--- src/rtl/pipe_pkg.sv ---
// Shared control-payload layout for the pipeline stage and its skid buffer.
package pipe_pkg;

  localparam int CTRL_W_DEF   = 8;
  localparam int RD_LSB       = 0;
  localparam int RD_W         = 5;
  localparam int MEMTOREG_BIT = 5;
  localparam int REGWRITE_BIT = 6;
  localparam int IS_JAL_BIT   = 7;

  typedef struct packed {
    logic           is_jal;
    logic           reg_write;
    logic           mem_to_reg;
    logic [RD_W-1:0] rd;
  } ctrl_t;

endpackage

--- src/rtl/pipe_skid_buf.sv ---
// One-entry skid buffer holding a data/control beat while the main register is stalled.
module pipe_skid_buf
  import pipe_pkg::*;
#(
  parameter int DATA_W = 96,
  parameter int CTRL_W = CTRL_W_DEF
) (
  input  logic              clk,
  input  logic              rst,
  input  logic              flush,
  input  logic              push,
  input  logic              pop,
  input  logic [DATA_W-1:0] in_data,
  input  logic [CTRL_W-1:0] in_ctrl,
  output logic              valid,
  output logic [DATA_W-1:0] data,
  output logic [CTRL_W-1:0] ctrl
);

  logic              valid_reg;
  logic [DATA_W-1:0] data_reg;
  logic [CTRL_W-1:0] ctrl_reg;

  always_ff @(posedge clk) begin
    if (rst) begin
      valid_reg <= 1'b0;
      data_reg  <= '0;
      ctrl_reg  <= '0;
    end else if (flush) begin
      valid_reg <= 1'b0;
    end else if (push) begin
      valid_reg <= 1'b1;
      data_reg  <= in_data;
      ctrl_reg  <= in_ctrl;
    end else if (pop) begin
      valid_reg <= 1'b0;
    end
  end

  assign valid = valid_reg;
  assign data  = data_reg;
  assign ctrl  = ctrl_reg;

endmodule

--- src/rtl/pipe_stage.sv ---
// Valid/ready pipeline register with flush, gated control and saturating stall counter.
// Optional 1-entry skid buffer enabled by defining PIPE_STAGE_SKID_EN.
module pipe_stage
  import pipe_pkg::*;
#(
  parameter int DATA_W = 96,
  parameter int CTRL_W = CTRL_W_DEF,
  parameter int CNT_W  = 16
) (
  input  logic              clk,
  input  logic              rst,
  input  logic              in_valid,
  output logic              in_ready,
  input  logic [DATA_W-1:0] in_data,
  input  logic [CTRL_W-1:0] in_ctrl,
  input  logic              flush,
  output logic              out_valid,
  input  logic              out_ready,
  output logic [DATA_W-1:0] out_data,
  output logic [CTRL_W-1:0] out_ctrl,
  output logic [CNT_W-1:0]  stall_cnt
);

  logic              valid_reg;
  logic [DATA_W-1:0] data_reg;
  logic [CTRL_W-1:0] ctrl_reg;
  logic [CNT_W-1:0]  stall_reg;
  logic              accept;

`ifdef PIPE_STAGE_SKID_EN
  logic              skid_valid;
  logic [DATA_W-1:0] skid_data;
  logic [CTRL_W-1:0] skid_ctrl;
  logic              load_main;
  logic              skid_push;
  logic              skid_pop;

  // Main register can take a beat when empty or draining this cycle.
  assign load_main = !valid_reg || out_ready;
  assign in_ready  = !skid_valid;
  assign accept    = in_valid && !skid_valid;
  assign skid_push = accept && !load_main;
  assign skid_pop  = skid_valid && load_main;

  pipe_skid_buf #(
    .DATA_W (DATA_W),
    .CTRL_W (CTRL_W)
  ) u_skid (
    .clk     (clk),
    .rst     (rst),
    .flush   (flush),
    .push    (skid_push),
    .pop     (skid_pop),
    .in_data (in_data),
    .in_ctrl (in_ctrl),
    .valid   (skid_valid),
    .data    (skid_data),
    .ctrl    (skid_ctrl)
  );

  always_ff @(posedge clk) begin
    if (rst) begin
      valid_reg <= 1'b0;
      data_reg  <= '0;
      ctrl_reg  <= '0;
    end else if (flush) begin
      valid_reg <= 1'b0;
    end else if (skid_pop) begin
      valid_reg <= 1'b1;
      data_reg  <= skid_data;
      ctrl_reg  <= skid_ctrl;
    end else if (accept && load_main) begin
      valid_reg <= 1'b1;
      data_reg  <= in_data;
      ctrl_reg  <= in_ctrl;
    end else if (out_ready) begin
      valid_reg <= 1'b0;
    end
  end
`else
  assign in_ready = !valid_reg || out_ready;
  assign accept   = in_valid && in_ready;

  // An accept in the same cycle as a drain replaces the held beat.
  always_ff @(posedge clk) begin
    if (rst) begin
      valid_reg <= 1'b0;
      data_reg  <= '0;
      ctrl_reg  <= '0;
    end else if (flush) begin
      valid_reg <= 1'b0;
    end else if (accept) begin
      valid_reg <= 1'b1;
      data_reg  <= in_data;
      ctrl_reg  <= in_ctrl;
    end else if (out_ready) begin
      valid_reg <= 1'b0;
    end
  end
`endif

  always_ff @(posedge clk) begin
    if (rst) begin
      stall_reg <= '0;
    end else if (!flush && valid_reg && !out_ready && stall_reg != {CNT_W{1'b1}}) begin
      stall_reg <= stall_reg + 1'b1;
    end
  end

  assign out_valid = valid_reg;
  assign out_data  = data_reg;
  assign stall_cnt = stall_reg;

  // Bubbles carry all-zero control so RegWrite can never leak downstream.
  for (genvar gi = 0; gi < CTRL_W; gi++) begin : g_ctrl_gate
    assign out_ctrl[gi] = ctrl_reg[gi] & valid_reg;
  end

endmodule

--- config.mk ---
export PLATFORM = sky130hd
export DESIGN_NAME = pipe_stage
export DESIGN_NICKNAME = d
export VERILOG_FILES = /design/src/rtl/pipe_pkg.sv /design/src/rtl/pipe_skid_buf.sv /design/src/rtl/pipe_stage.sv
export SDC_FILE = /design/constraint.sdc
export NUM_CORES = 1
export LEC_CHECK = 0
export ABC_AREA = 0
export CAP_MARGIN = 20
export CORE_UTILIZATION = 34
export DETAILED_ROUTE_END_ITERATION = 6
export PLACE_DENSITY = 0.69
export SLEW_MARGIN = 0
export SYNTH_ARGS = -nofsm -noshare
export SYNTH_HDL_FRONTEND = slang
export SYNTH_HIERARCHICAL = 1
export SYNTH_SLANG_ARGS = --single-unit
--- constraint.sdc ---
create_clock -name clk -period 4.35 [get_ports clk]
set_input_delay 1.305 -clock clk [delete_from_list [all_inputs] [get_ports clk]]
set_output_delay 1.305 -clock clk [all_outputs]
set_load 0.02 [all_outputs]
-- Yosys cells after proc, flatten, opt, wreduce, memory -nomap -nowiden
Index checks and enable logic that the tools add are counted.
- flip-flop bits (word level): 121
- input port bits: 109
- output and inout bits: 122
- $add $sub $neg: 1
- eq/ne operators: 1
- muxes and demuxes: 2
- bitwise logic cells: 9
- reductions and logical operators: 11
- operator list (kind ; count):
    $add 16x1->16 const B ; 1
    $ne 16x16->1 const B ; 1
    $and 1x1->1 ; 8
    $logic_and 1x1->1 ; 4
    $logic_not 1->1 ; 3
    $mux 1 ; 2
    $reduce_and 2->1 ; 1
    $reduce_bool 2->1 ; 1
    $reduce_or 2->1 ; 1
    $logic_or 1x1->1 ; 1
    $not 1->1 ; 1

-- Depth between registers and ports, before layout
Gate-level depths: netlist of run 1.
- word-level depth: 4
- gate-level depth with buffers: 7
- depth with buffers taken out: 5

-- Least setup slack after synthesis of run 1
OpenSTA, ideal clock, no wires.
- kind: input -> register
- start point: in out_ready
- end point: reg stall_reg[15], in the netlist stall_cnt[15]
- library setup time: 0.070 ns
- arrival: 2.949 ns
- required time: 4.280 ns
- slack: 1.330 ns
- cell stages on the path: 5
- path through: or3b_1 buf_2 or4_4 or4_1 a21oi_1
- longest elaborated chain between the ends: 3
- ends and longest elaborated chain (element ; RTL line ; RTL):
    start: declaration ; pipe_stage.sv:18 ; input logic out_ready,
    $logic_not 1->1 ; pipe_stage.sv:105 ; end else if (!flush && valid_reg && !out_ready && stall_reg != {CNT_W{1'b1}}) begin
    $logic_and 1x1->1 (2 in a row) ; pipe_stage.sv:105 ;
    end signal: assignment ; pipe_stage.sv:106 ; stall_reg <= stall_reg + 1'b1;
    end: declaration ; pipe_stage.sv:27 ; logic [CNT_W-1:0] stall_reg;
Every way passes these cells.
A chain may end at the register's enable or synchronous reset.

-- Worst setup path after layout of run 1
- start point: in out_ready
- end point: out in_ready
- longest elaborated chain between the ends: 1
- ends and longest elaborated chain (element ; RTL line ; RTL):
    $logic_or 1x1->1 ; pipe_stage.sv:81 ; assign in_ready = !valid_reg || out_ready;
    end: declaration ; pipe_stage.sv:13 ; output logic in_ready,
Every way passes these cells.

==> flow_metrics.py, run 1 <==
metrics = {
    "status": {
        "status": "finished clean",
    },
    "timing": {
        "rsz0062_at_grt": "false",
        "tns_ns": 0,
        "min_period_over_period_pct": 90.0,
        "finalCriticalPeriod_ns": 3.91,
        "worst_slew_pin_slew_ns": 0.775,
        "fin_skew_ns": 0.00377,
        "maxSlewViolCount": 0,
        "hold_violations": 0,
        "setup_violations": 0,
        "slew_headroom_pct": 48.3,
        "timing.fmax_mhz": 255,
    },
    "worst_setup_path": {
        "slowest_delay_ns": 0.57,
        "worstPathRequired_ns": 3.04,
        "path_buf_inv": 3,
        "critPathSlowestCell": "clkdlybuf4s50_1",
        "cp_max_fo": 3,
        "startpoint_type": "input pin",
        "r2r-end": "stall_cnt[15]$_SDFFE_PP0P_",
        "timing.rr.start": "out_valid$_SDFFE_PP0P_",
        "startpoint": "out_ready",
        "path_class": "in -> out",
        "worstPathCellList": "clkdlybuf4s50_1, nor2b_1, inv_1, clkdlybuf4s50_1",
        "critPathArrivalTime_ns": 2.61,
        "cp_num_cells": 4,
        "endpoint_kind": "output pin",
        "cpMostUsedCell": "clkdlybuf4s50_1",
        "setup.worst_path.end": "in_ready",
        "critPathTopFamily": "buffers and inverters",
        "reg2reg_slack_ns": 2.01,
        "r2r_cells": 4,
    },
    "route": {
        "dr.pass1.iters": 6,
        "ant_nets": 0,
        "drc": 0,
        "via_per_inst": 4.82,
        "drtIter0Drc": 229,
        "wl_mm": 13.7,
        "num_vias": 4650,
        "wire_per_inst_um": 14.2,
    },
    "synth": {
        "yosys.area.top_type": "dfxtp_1",
        "synth_area_leaders": "dfxtp_1 (55%), nand2_1 (18%), a21oi_1 (13%)",
        "ys.flop_type": "dfxtp_1",
        "yosysMostFrequentCell": "nand2_1",
        "seq_area_frac_synth_pct": 54.6,
        "synth.avg_cell_area_um2": 7.86,
        "syn-cell-area_um2": 4430,
        "netlist_instances": 564,
        "async_reset_ff_share_pct": 0,
        "yosys.area.top_type_share_pct": 54.6,
        "ys_ff_latch": 121,
        "synth_edf_count": 0,
        "synthTopCellsByCount": "nand2_1 (214), dfxtp_1 (121), a21oi_1 (117)",
        "synthDistinctLibCells": 31,
        "synth_nets": 674,
        "yosys_warnings": 6,
    },
    "clocking": {
        "tritoncts": "done",
        "cts_sinks": 121,
        "clock_latency_ns": 0.41,
        "cts_max_level": 4,
        "clk_pin_slew_ns": 0.05,
        "post_cts_buffers": 0,
        "ctsHoldBuffers": 0,
        "cts_buffers": 17,
        "cts_root_buffer": "clkbuf_16",
        "cts_resized": 0,
        "clockBufferDepth": 2,
    },
    "final_layout": {
        "n_antenna_cell": 0,
        "area_delta_synth_final_pct": 68.0,
        "multi_input_area_um2": 1850,
        "final_core_util_pct": 58.8,
        "largest_register_ffs": 96,
        "fin_nets": 890,
        "regArea_um2": 2420,
        "drive_gt1_share_pct": 5.67,
        "nFillCells": 1124,
    },
    "die": {
        "initial_core_util_pct": 35.0,
        "die-area_um2": 13500,
        "std_cell_rows": 41,
        "core_area_um2": 12700,
        "ios": 231,
        "die_w_um": 116,
        "die_h_um": 116,
    },
    "place": {
        "gp_congestion": 0.757,
        "io_buffers": 230,
        "place_hpwl_mm": 9.62,
    },
    "job": {
        "max_cap_viol_count": 0,
    },
    "grt": {
        "grt_first_pass_wirelength_mm": 21.3,
        "grt-ovfl-total": 0,
        "antenna_found_initial": 0,
        "grt_usage_pct": 20.6,
        "grt_pass1_vias": 4470,
        "grt_max_degree": 81,
    },
    "power_and_ir_drop": {
        "p_total_uw": 2890,
        "peakVddDrop_mv": 0.300,
        "powerDensity_nw_per_um2": 388,
        "p_leak_uw": 0.00263,
    },
    "min_path": {
        "hold_class": "reg -> reg",
    },
}
==> worst min-delay path: stages (launching register included) <==
cell and delay (ns):
dfxtp_1 0.30, nand2_1 0.05, a21oi_1 0.05
==> worst min-delay path by stage <==
stage	startpoint	endpoint	slack (ns)	cells after the start
2_1_floorplan	ctrl_reg[0]$_SDFFE_PP0P_	ctrl_reg[0]$_SDFFE_PP0P_	0.43	2
3_3_place_gp	ctrl_reg[0]$_SDFFE_PP0P_	ctrl_reg[0]$_SDFFE_PP0P_	0.44	2
3_5_place_dp	ctrl_reg[2]$_SDFFE_PP0P_	ctrl_reg[2]$_SDFFE_PP0P_	0.44	2
4_1_cts	ctrl_reg[2]$_SDFFE_PP0P_	ctrl_reg[2]$_SDFFE_PP0P_	0.45	2
5_1_grt	out_data[0]$_SDFFE_PP0P_	out_data[0]$_SDFFE_PP0P_	0.47	2
6_report	ctrl_reg[2]$_SDFFE_PP0P_	ctrl_reg[2]$_SDFFE_PP0P_	0.45	2
==> routing by layer <==
layer  vias to the layer above  track usage [%]  routed length (um)
met5                         -                0                   0
met1                      2157             21.4                5270
met2                       167             35.3                6720
met3                        25             9.39                1340
met4                         0             9.91                 343
li1                       2301                -                   -
==> area by class of cell <==
class                      instances  share of cell area, %
tap                              172                   2.89
inverter                           3                  0.151
clock buffer                      20                   6.13
clock inverter                    12                   1.66
timing repair buffer             237                   31.7
multi-input combinational        400                   24.9
sequential                       121                   32.5
==> where the power goes <==
part | internal (uW) | switching, uW | leakage, uW
combinational | 186 | 165 | 0.00136
clock | 868 | 492 | 0.000278
sequential | 1150 | 23.4 | 0.000987
==> per-stage QoR <==
| step | hold slack, ns | setup WS (ns) | instance area, um^2 | std cells |
|---|---|---|---|---|
| 3_3_place_gp | 0.438 | 0.432 | 6870 | 933 |
| 6_report | 0.448 | 0.436 | 7450 | 965 |
| 3_5_place_dp | 0.443 | 0.438 | 6870 | 933 |
| 5_1_grt | 0.470 | 0.318 | 7450 | 965 |
| 2_1_floorplan | 0.432 | 1.33 | 4430 | 564 |
| 4_1_cts | 0.451 | 0.422 | 7450 | 965 |
==> logic make-up (layout without fill, tap and decap cells) <==
family	after synthesis	after routing	share of synthesized area (%)
and+or+nand+nor	266	266	25.5
AOI/OAI and AO/OA	130	130	15.2
DFF	121	121	54.6
buffers and inverters	43	272	3.67
muxes	3	3	0.762
adders and majority gates	1	1	0.282
==> layout by cell type (no fill, tap or decap) <==
cell type          n
or2_0              1
or2_2              1
clkinvlp_4         4
nand2_1          214
or3_1              4
o31ai_1            7
clkbuf_16         17
mux2_2             2
nor4_1             3
a21oi_1          117
nor2_1             6
clkbuf_8           2
clkinv_2           5
nor3_1             3
nor2b_1            4
clkbuf_1           1
buf_4              7
nand3_1            2
o41ai_1            1
bufinv_16          2
or3b_2             1
nand3b_1           1
clkdlybuf4s50_1  229
or4_1              7
o21ai_0            4
buf_12             1
inv_6              1
ha_1               1
nand4_1            6
nor3b_2            1
dfxtp_1          121
and2_1             8
or2_1              1
or3b_1             2
or4_4              1
mux2_1             1
o21ai_1            1
inv_1              3
No activity file was read; power rests on OpenSTA's default activity.
==> inputs of run 2 (changes only) <==
- SLEW_MARGIN: 0 -> unset
==> results of run 2 <==
The final DEF is identical to that of run 1; final timing and power are the same.
